[config.mk]
export PLATFORM = sky130hd
export DESIGN_NAME = fifo_traffic_sched
export DESIGN_NICKNAME = d
export VERILOG_FILES = /design/src/rtl/fifo_sched_pkg.sv /design/src/rtl/rate_tick_gen.sv /design/src/rtl/fifo_traffic_sched.sv
export SDC_FILE = /design/constraint.sdc
export NUM_CORES = 1
export LEC_CHECK = 0
export CORE_ASPECT_RATIO = 1.25
export CORE_MARGIN = 1.5
export CORE_UTILIZATION = 25
export CTS_BUF_LIST = sky130_fd_sc_hd__clkbuf_4
export DETAILED_ROUTE_END_ITERATION = 10
export PLACE_DENSITY = 0.53
export SLEW_MARGIN = 20
export SYNTH_ARGS = -nofsm -noshare
export SYNTH_HDL_FRONTEND = slang
export SYNTH_HIERARCHICAL = 1
export SYNTH_SLANG_ARGS = --single-unit
[constraint.sdc]
create_clock -name clk_100MHz -period 4.5 [get_ports clk_100MHz]
set_input_delay 1.125 -clock clk_100MHz [delete_from_list [all_inputs] [get_ports clk_100MHz]]
set_output_delay 1.125 -clock clk_100MHz [all_outputs]
set_load 0.01 [all_outputs]
[src/rtl/fifo_sched_pkg.sv]
// Shared types and constants for the FIFO traffic scheduler.
package fifo_sched_pkg;

  localparam int unsigned STATE_W = 2;
  localparam int unsigned DROP_W  = 16;

  typedef enum logic [STATE_W-1:0] {
    IDLE   = 2'd0,
    FILL   = 2'd1,
    DRAIN  = 2'd2,
    STREAM = 2'd3
  } sched_state_t;

  localparam logic MODE_BURST  = 1'b0;
  localparam logic MODE_STREAM = 1'b1;

  // Saturating add of a 0..2 increment onto the drop counter.
  function automatic logic [DROP_W-1:0] sat_add(input logic [DROP_W-1:0] a,
                                                 input logic [1:0]        inc);
    logic [DROP_W:0] s;
    s = {1'b0, a} + (DROP_W+1)'(inc);
    return s[DROP_W] ? {DROP_W{1'b1}} : s[DROP_W-1:0];
  endfunction

endpackage

[src/rtl/rate_tick_gen.sv]
// Single-clock rate divider: one-cycle tick every DIV cycles while enabled, held at 0 otherwise.
module rate_tick_gen #(
  parameter int unsigned DIV   = 10,
  parameter int unsigned CNT_W = 24
) (
  input  logic clk_100MHz,
  input  logic reset,
  input  logic en,
  output logic tick
);

  logic [CNT_W-1:0] cnt;

  always_ff @(posedge clk_100MHz) begin
    if (reset || !en)                   cnt <= '0;
    else if (cnt == CNT_W'(DIV - 1))    cnt <= '0;
    else                                cnt <= cnt + CNT_W'(1);
  end

  assign tick = en && (cnt == CNT_W'(DIV - 1));

endmodule

[src/rtl/fifo_traffic_sched.sv]
// Rate-controlled burst/stream traffic scheduler driving async-FIFO wr_en/rd_en.
// Optional blocked-tick counter enabled by defining FIFO_SCHED_DROP_CNT_EN.
module fifo_traffic_sched
  import fifo_sched_pkg::*;
#(
  parameter int unsigned WR_DIV    = 10_000_000,
  parameter int unsigned RD_DIV    = 4_000_000,
  parameter int unsigned CNT_W     = 24,
  parameter int unsigned DATA_W    = 8,
  parameter int unsigned BURST_LEN = 16
) (
  input  logic               clk_100MHz,
  input  logic               reset,
  input  logic               start,
  input  logic               stop,
  input  logic               mode,
  input  logic               wr_full,
  input  logic               rd_empty,
  output logic               wr_en,
  output logic [DATA_W-1:0]  wr_data,
  output logic               rd_en,
  output logic               busy,
  output logic               done,
  output logic [STATE_W-1:0] state_o,
  output logic [DROP_W-1:0]  drop_cnt
);

  localparam int unsigned BURST_W = $clog2(BURST_LEN + 1);

  sched_state_t       state_q, state_d;
  logic [BURST_W-1:0] burst_q, burst_d;
  logic               wr_en_d, rd_en_d, done_d;
  logic               wr_tick, rd_tick;
  logic               wr_tick_en, rd_tick_en;

  assign wr_tick_en = (state_q == FILL)  || (state_q == STREAM);
  assign rd_tick_en = (state_q == DRAIN) || (state_q == STREAM);

  rate_tick_gen #(.DIV(WR_DIV), .CNT_W(CNT_W)) u_wr_tick (
    .clk_100MHz (clk_100MHz),
    .reset      (reset),
    .en         (wr_tick_en),
    .tick       (wr_tick)
  );

  rate_tick_gen #(.DIV(RD_DIV), .CNT_W(CNT_W)) u_rd_tick (
    .clk_100MHz (clk_100MHz),
    .reset      (reset),
    .en         (rd_tick_en),
    .tick       (rd_tick)
  );

  // Next state and strobe requests; stop overrides everything outside IDLE.
  always_comb begin
    state_d = state_q;
    burst_d = burst_q;
    wr_en_d = 1'b0;
    rd_en_d = 1'b0;
    done_d  = 1'b0;
    case (state_q)
      IDLE: begin
        if (!stop && start) begin
          burst_d = '0;
          state_d = (mode == MODE_STREAM) ? STREAM : FILL;
        end
      end
      FILL: begin
        if (wr_tick) begin
          if (wr_full) begin
            state_d = DRAIN;
          end else begin
            wr_en_d = 1'b1;
            burst_d = burst_q + BURST_W'(1);
            if (burst_q == BURST_W'(BURST_LEN - 1)) state_d = DRAIN;
          end
        end
      end
      DRAIN: begin
        if (rd_tick) begin
          if (rd_empty) begin
            state_d = IDLE;
            done_d  = 1'b1;
          end else begin
            rd_en_d = 1'b1;
          end
        end
      end
      STREAM: begin
        wr_en_d = wr_tick && !wr_full;
        rd_en_d = rd_tick && !rd_empty;
      end
      default: state_d = IDLE;
    endcase
    if ((state_q != IDLE) && stop) begin
      state_d = IDLE;
      wr_en_d = 1'b0;
      rd_en_d = 1'b0;
      done_d  = 1'b0;
    end
  end

  always_ff @(posedge clk_100MHz) begin
    if (reset) begin
      state_q <= IDLE;
      burst_q <= '0;
      wr_en   <= 1'b0;
      rd_en   <= 1'b0;
      done    <= 1'b0;
      wr_data <= '0;
    end else begin
      state_q <= state_d;
      burst_q <= burst_d;
      wr_en   <= wr_en_d;
      rd_en   <= rd_en_d;
      done    <= done_d;
      if (wr_en) wr_data <= wr_data + DATA_W'(1);
    end
  end

  assign busy    = (state_q != IDLE);
  assign state_o = state_q;

`ifdef FIFO_SCHED_DROP_CNT_EN
  logic [DROP_W-1:0] drop_q;
  logic [1:0]        drop_inc;

  assign drop_inc = {1'b0, (state_q == STREAM) && wr_tick && wr_full}
                  + {1'b0, (state_q == STREAM) && rd_tick && rd_empty};

  always_ff @(posedge clk_100MHz) begin
    if (reset) drop_q <= '0;
    else       drop_q <= sat_add(drop_q, drop_inc);
  end

  assign drop_cnt = drop_q;
`else
  assign drop_cnt = '0;
`endif

endmodule

==> impl_metrics.yaml, run 1 <==
critical_path:
  worstPathArrival_ns: 1.94
  start_kind: "flip-flop"
  path_max_fanout: 7
  critical_path_class: "flip-flop to output port"
  required_ns: 3.38
  worst_setup_path_end_kind: "output port"
global_route:
  grt_pass1_vias: 2581
  grt.total_usage: 0.103
  grt_pass1_wl_um: 11600
  antenna_found_initial: 0
  grt_max_degree: 24
  grt.overflow.total: 0
finish:
  layout.nets: 425
  layout_common_cells: "66 x dfxtp_1, 45 x nor2_1, 25 x nand2_1"
  fin_cells: 580
  fillers: 1352
  n_antenna_cell: 0
  areaGrowthSynthToFinish_pct: 12.8
  final_common_cell: "dfxtp_1"
  drive_gt1_frac: 0.0728
pwr:
  swShare: 0.287
  p_clk_frac: 0.328
  combPwrFrac: 0.150
  ir_drop_v: 0.000112
  power.density_nw_per_um2: 314
  p_int_mw: 0.840
  p_leak_nw: 1.17
  seqPwrFrac: 0.522
  p_sw_mw: 0.337
yosys:
  synth_edf_count: 0
  synth_seq_area_share: 0.397
  synth-seq-cells: 66
  synthFlopType: "dfxtp_1"
  synth_area_leaders: "dfxtp_1 40%, xnor2_1 5.5%, nor2_1 5.1%"
  yosys_warnings: 6
  async_flop_share: 0
  avgSynthCellArea_um2: 8.59
  syn_inst: 387
  ys_types: 48
  synth_area_um2: 3330
  yosys.area.top_type: "dfxtp_1"
  synth.top_cell.area_share: 0.397
route:
  viasPerCell: 4.65
  drc: 0
  drt-pass1-iter-count: 4
  met3_length_um: 258
  drt-initial-drc-count: 118
  wl_per_cell_um: 11.5
  vias: 2697
  drt_wl_total_um: 6680
  dr.max_layer_used: "met4"
  wl_met2_um: 3290
  met1_length_um: 3070
  antenna_left: 0
die:
  dieArea_um2: 14000
  die_h_um: 132
  start_util: 0.259
  row_count: 46
  core_area_um2: 12800
  io_pins: 37
  die_w_um: 106
placement:
  dp.cells: 564
  post-dp-hpwl_um: 4730
  place.gp.congestion: 0.799
  place_ws_ns: 1.57
  io_buffers: 20
timing:
  tns_ns: 0
  fin_crit_ns: 3.06
  fin_crit_sh: 0.681
  maxSlewViolCount: 0
  finalSetupViolCount: 0
  relSlewSlack: 0.387
  worstMarginPinSlew_ns: 0.920
  fmax_mhz: 326
  skew_ns: 0.0206
  setup_slack_ns: 1.44
  rsz0062_at_grt: "no"
  hold_viol: 0
clocking:
  clk_latency_ns: 0.42
  cts_root_buf: "clkbuf_4"
  htreeDepth: 3
  ctsHoldBuffers: 0
  cts_resized: 0
  cts.reportedPaths.clkPinSlew_ns: 0.10
  clkSinkCount: 66
  cts.path.max_buffers: 2
  numCtsBuffers: 9
  postCtsSetupBuffers: 0
  cts_tree: "yes"
min_path:
  hold_class: "flip-flop to flip-flop"
job:
  maxCapViolCount: 0
run_status:
  status: "completed"
[kinds of logic (layout without fill, tap and decap cells)]
group,after synthesis,in the layout,synth area share
mux,4,4,0.0120
buf+inv,40,50,0.0685
compound gates,49,49,0.0884
other cells,1,16,0.00113
flops,66,66,0.397
xor+xnor,33,33,0.0869
fa+ha+maj,11,11,0.0414
simple gates,183,183,0.304
[path summary, 6_finish.rpt]
kind                                  startpoint                to  slack [ns]  cells past startpoint
worst max register to register  u_wr_tick/cnt[2]        state_o[0]        1.72                      7
worst min register to register  u_rd_tick/cnt[0]  u_rd_tick/cnt[0]        0.49                      1
worst max-delay path                  state_o[0]              busy        1.44                      4
worst min-delay path            u_rd_tick/cnt[0]  u_rd_tick/cnt[0]        0.49                      1
[layout make-up]
| cell class | instances | area, um^2 | share of cell area |
|---|---|---|---|
| Timing Repair Buffer | 20 | 200 | 0.0534 |
| Tap cell | 168 | 210 | 0.0561 |
| Multi-Input combinational cell | 296 | 1830 | 0.489 |
| Clock inverter | 6 | 57.6 | 0.0153 |
| Inverter | 14 | 52.6 | 0.0140 |
| Clock buffer | 10 | 75.1 | 0.0200 |
| Sequential cell | 66 | 1320 | 0.352 |
[critical path: stages, from the launching register on]
cell and delay, ns:
dfxtp_1 0.50, inv_1 0.11, ha_1 0.28, inv_1 0.11
clkdlybuf4s50_1 0.54
[power by group through the flow]
stage	sequential, mW	combinational (mW)	clock (mW)
2_1_floorplan	0.625	0.136	0
3_3_place_gp	0.626	0.176	0
3_5_place_dp	0.628	0.177	0
4_1_cts	0.615	0.178	0.404
5_1_grt	0.617	0.198	0.432
6_report	0.614	0.177	0.386
[state kept, by name (all words and copies together), names as in the netlist]
| name | cells |
|---|---|
| state_o | 2 |
| wr_data | 8 |
| done | 1 |
| u_rd_tick/cnt | 24 |
| burst_q | 5 |
| rd_en | 1 |
| wr_en | 1 |
| u_wr_tick/cnt | 24 |
[stage by stage]
stage               hold slack (ns)  area (um^2)  power [mW]  utilization
finish                        0.491         3750        1.18        0.292
global route                  0.517         3750        1.25        0.292
CTS                           0.497         3750        1.20        0.292
detailed placement            0.461         3620       0.805        0.282
global placement              0.444         3620       0.803        0.282
floorplan                     0.430         3380       0.761            -
[synth_stat cells (4+ instances only)]
library cell / count
dfxtp_1: 66
nor2_1: 45
nand2_1: 25
a21oi_1: 24
nand3_1: 24
xnor2_1: 21
buf_4: 18
nand4_1: 16
inv_1: 13
o21ai_0: 13
xor2_1: 12
ha_1: 11
nor4_1: 10
or3_1: 10
nor3_1: 9
or4_1: 8
and3_1: 5
clkbuf_1: 5
and4_1: 4
mux2i_1: 4
o31ai_1: 4
or2_2: 4
[layer usage]
metal  GRT usage  vias to the layer above
met5           0                        -
met4      0.0458                        0
met3      0.0361                        4
met2       0.170                       43
met1       0.119                     1261
li1            -                     1389
Power figures use the tool's default switching activity.
==> run 2, diff against run 1 <==
==> constraint.sdc (replaced) <==
create_clock -name clk_100MHz -period 2.9 [get_ports clk_100MHz]
set_input_delay 0.725 -clock clk_100MHz [delete_from_list [all_inputs] [get_ports clk_100MHz]]
set_output_delay 0.725 -clock clk_100MHz [all_outputs]
set_load 0.01 [all_outputs]
==> impl_metrics.yaml, run 2 (synthesis gave the netlist of run 1 again) <==
finish:
  layout_common_cells: "66 x dfxtp_1, 45 x nor2_1, 25 x nand2_1"
  reg.largest.list: "u_rd_tick/cnt: 24 flops, u_wr_tick/cnt: 24 flops, wr_data: 8 flops"
  n_antenna_cell: 0
  fin_area_um2: 3770
  final_common_cell: "dfxtp_1"
  layout.nets: 428
  fillers: 1391
  areaGrowthSynthToFinish_pct: 13.4
  drive_gt1_frac: 0.0773
critical_path:
  worstPathArrival_ns: 1.94
  cp-startpoint: "state_o[0]"
  cp_slowest_cell: "clkdlybuf4s50_1"
  slowest_delay_ns: 0.54
  start_kind: "flip-flop"
  path_cells: "inv_1, ha_1, inv_1, clkdlybuf4s50_1"
  path_max_fanout: 7
  worst_setup_path_end_kind: "output port"
  required_ns: 2.17
  critical_path_class: "flip-flop to output port"
  reg2reg_from: "u_wr_tick/cnt[3]"
  crit_path_frequent_cell: "inv_1"
timing:
  fin_crit_ns: 2.67
  finalSetupViolCount: 0
  tns_ns: 0
  fin_crit_sh: 0.920
  rsz0062_at_grt: "no"
  skew_ns: 0.0175
  relSlewSlack: 0.591
  worstMarginPinSlew_ns: 0.607
  fmax_mhz: 375
  hold_viol: 0
  setup_slack_ns: 0.233
  maxSlewViolCount: 0
pwr:
  p_leak_nw: 1.19
  power_mw: 1.83
  power.density_nw_per_um2: 485
  ir_drop_v: 0.000153
clocking:
  clk_latency_ns: 0.42
  numCtsBuffers: 9
  clkSinkCount: 66
  cts_tree: "yes"
  cts_root_buf: "clkbuf_4"
  htreeDepth: 3
  cts.reportedPaths.clkPinSlew_ns: 0.10
  ctsHoldBuffers: 0
  cts.path.max_buffers: 2
placement:
  place_ws_ns: 0.261
  place_area_um2: 3640
  post-dp-hpwl_um: 4900
  place.gp.congestion: 0.752
  io_buffers: 20
die:
  io_pins: 37
  row_count: 46
  start_util: 0.259
  core_area_um2: 12800
  die_w_um: 106
  die_h_um: 132
  dieArea_um2: 14000
global_route:
  antenna_found_initial: 0
  grt.total_usage: 0.103
  grt.overflow.total: 0
  grt_max_degree: 24
  grt_pass1_vias: 2542
  grt_pass1_wl_um: 11700
route:
  vias: 2736
  wl_per_cell_um: 11.8
  antenna_left: 0
  drt_wl_total_um: 6890
  viasPerCell: 4.70
  drt-pass1-iter-count: 6
  drt-initial-drc-count: 148
  drc: 0
job:
  maxCapViolCount: 0
min_path:
  hold_class: "flip-flop to flip-flop"
  hold_start: "u_rd_tick/cnt[0]"
run_status:
  status: "completed"
==> run 2: changes by cell type in the layout (fill, tap and decap cells not counted), sizes merged <==
cell,change
buf,+3
clkbuf,+1
clkinv,-1
clkinvlp,-1
==> run 2: power breakdown <==
| part | internal, mW | total (mW) | switching [mW] | leakage, nW |
|---|---|---|---|---|
| sequential | 0.924 | 0.953 | 0.0294 | 0.532 |
| combinational | 0.117 | 0.282 | 0.165 | 0.581 |
| clock | 0.273 | 0.595 | 0.323 | 0.0741 |
| total | 1.31 | 1.83 | 0.517 | 1.19 |
==> run 2: stage by stage <==
step,util,std cells,hold WS [ns]
final,0.294,582,0.470
after global routing,0.294,582,0.515
after CTS,0.293,582,0.480
after detailed placement,0.284,567,0.459
after global placement,0.284,567,0.449
after floorplan,-,402,0.430
==> run 2: cell type report <==
type | instances | area [um^2] | share of cell area
repair buffers | 23 | 223 | 0.0590
clock buffers | 11 | 82.6 | 0.0219
multi-input cells | 296 | 1840 | 0.488
clock inverters | 4 | 43.8 | 0.0116
flip-flops and latches | 66 | 1320 | 0.350
inverters | 14 | 52.6 | 0.0139
well taps | 168 | 210 | 0.0557
==> run 2: worst paths after layout <==
path	endpoint	slack (ns)	cells past startpoint
worst min-delay path	u_rd_tick/cnt[0]	0.47	1
worst max register to register	state_o[0]	0.34	7
worst max-delay path	busy	0.23	4
worst min register to register	u_rd_tick/cnt[0]	0.47	1
==> run 2: layer usage <==
metal,global-route usage,up-vias,part of all wire
li1,-,1378,-
met1,0.123,1294,0.46
met2,0.166,56,0.48
met3,0.0356,8,0.049
met4,0.0458,0,0.016
met5,0,-,0
==> run 2: worst max-delay path, delay by kind of cell (launching register included) <==
kind                     cells  cell delay, ns
adder cells (fa/ha/maj)      1            0.28
buffers and inverters        3            0.75
flip-flops                   1            0.50
==> run 2: timing repair <==
| action | in CTS | in global routing |
|---|---|---|
| endpoints found under the setup margin | 0 | 2 |
| setup buffers | 0 | 0 |
| gates resized for setup | 0 | 1 |
==> run 3, diff against run 2 <==
--- a/config.mk
+++ b/config.mk
@@ -5,6 +5,7 @@
 export SDC_FILE = /design/constraint.sdc
 export NUM_CORES = 1
 export LEC_CHECK = 0
+export ABC_CLOCK_PERIOD_IN_PS = 2900
 export CORE_ASPECT_RATIO = 1.25
 export CORE_MARGIN = 1.5
 export CORE_UTILIZATION = 25
==> results of run 3 <==
Final layout, timing and power as in run 2 (identical DEF).
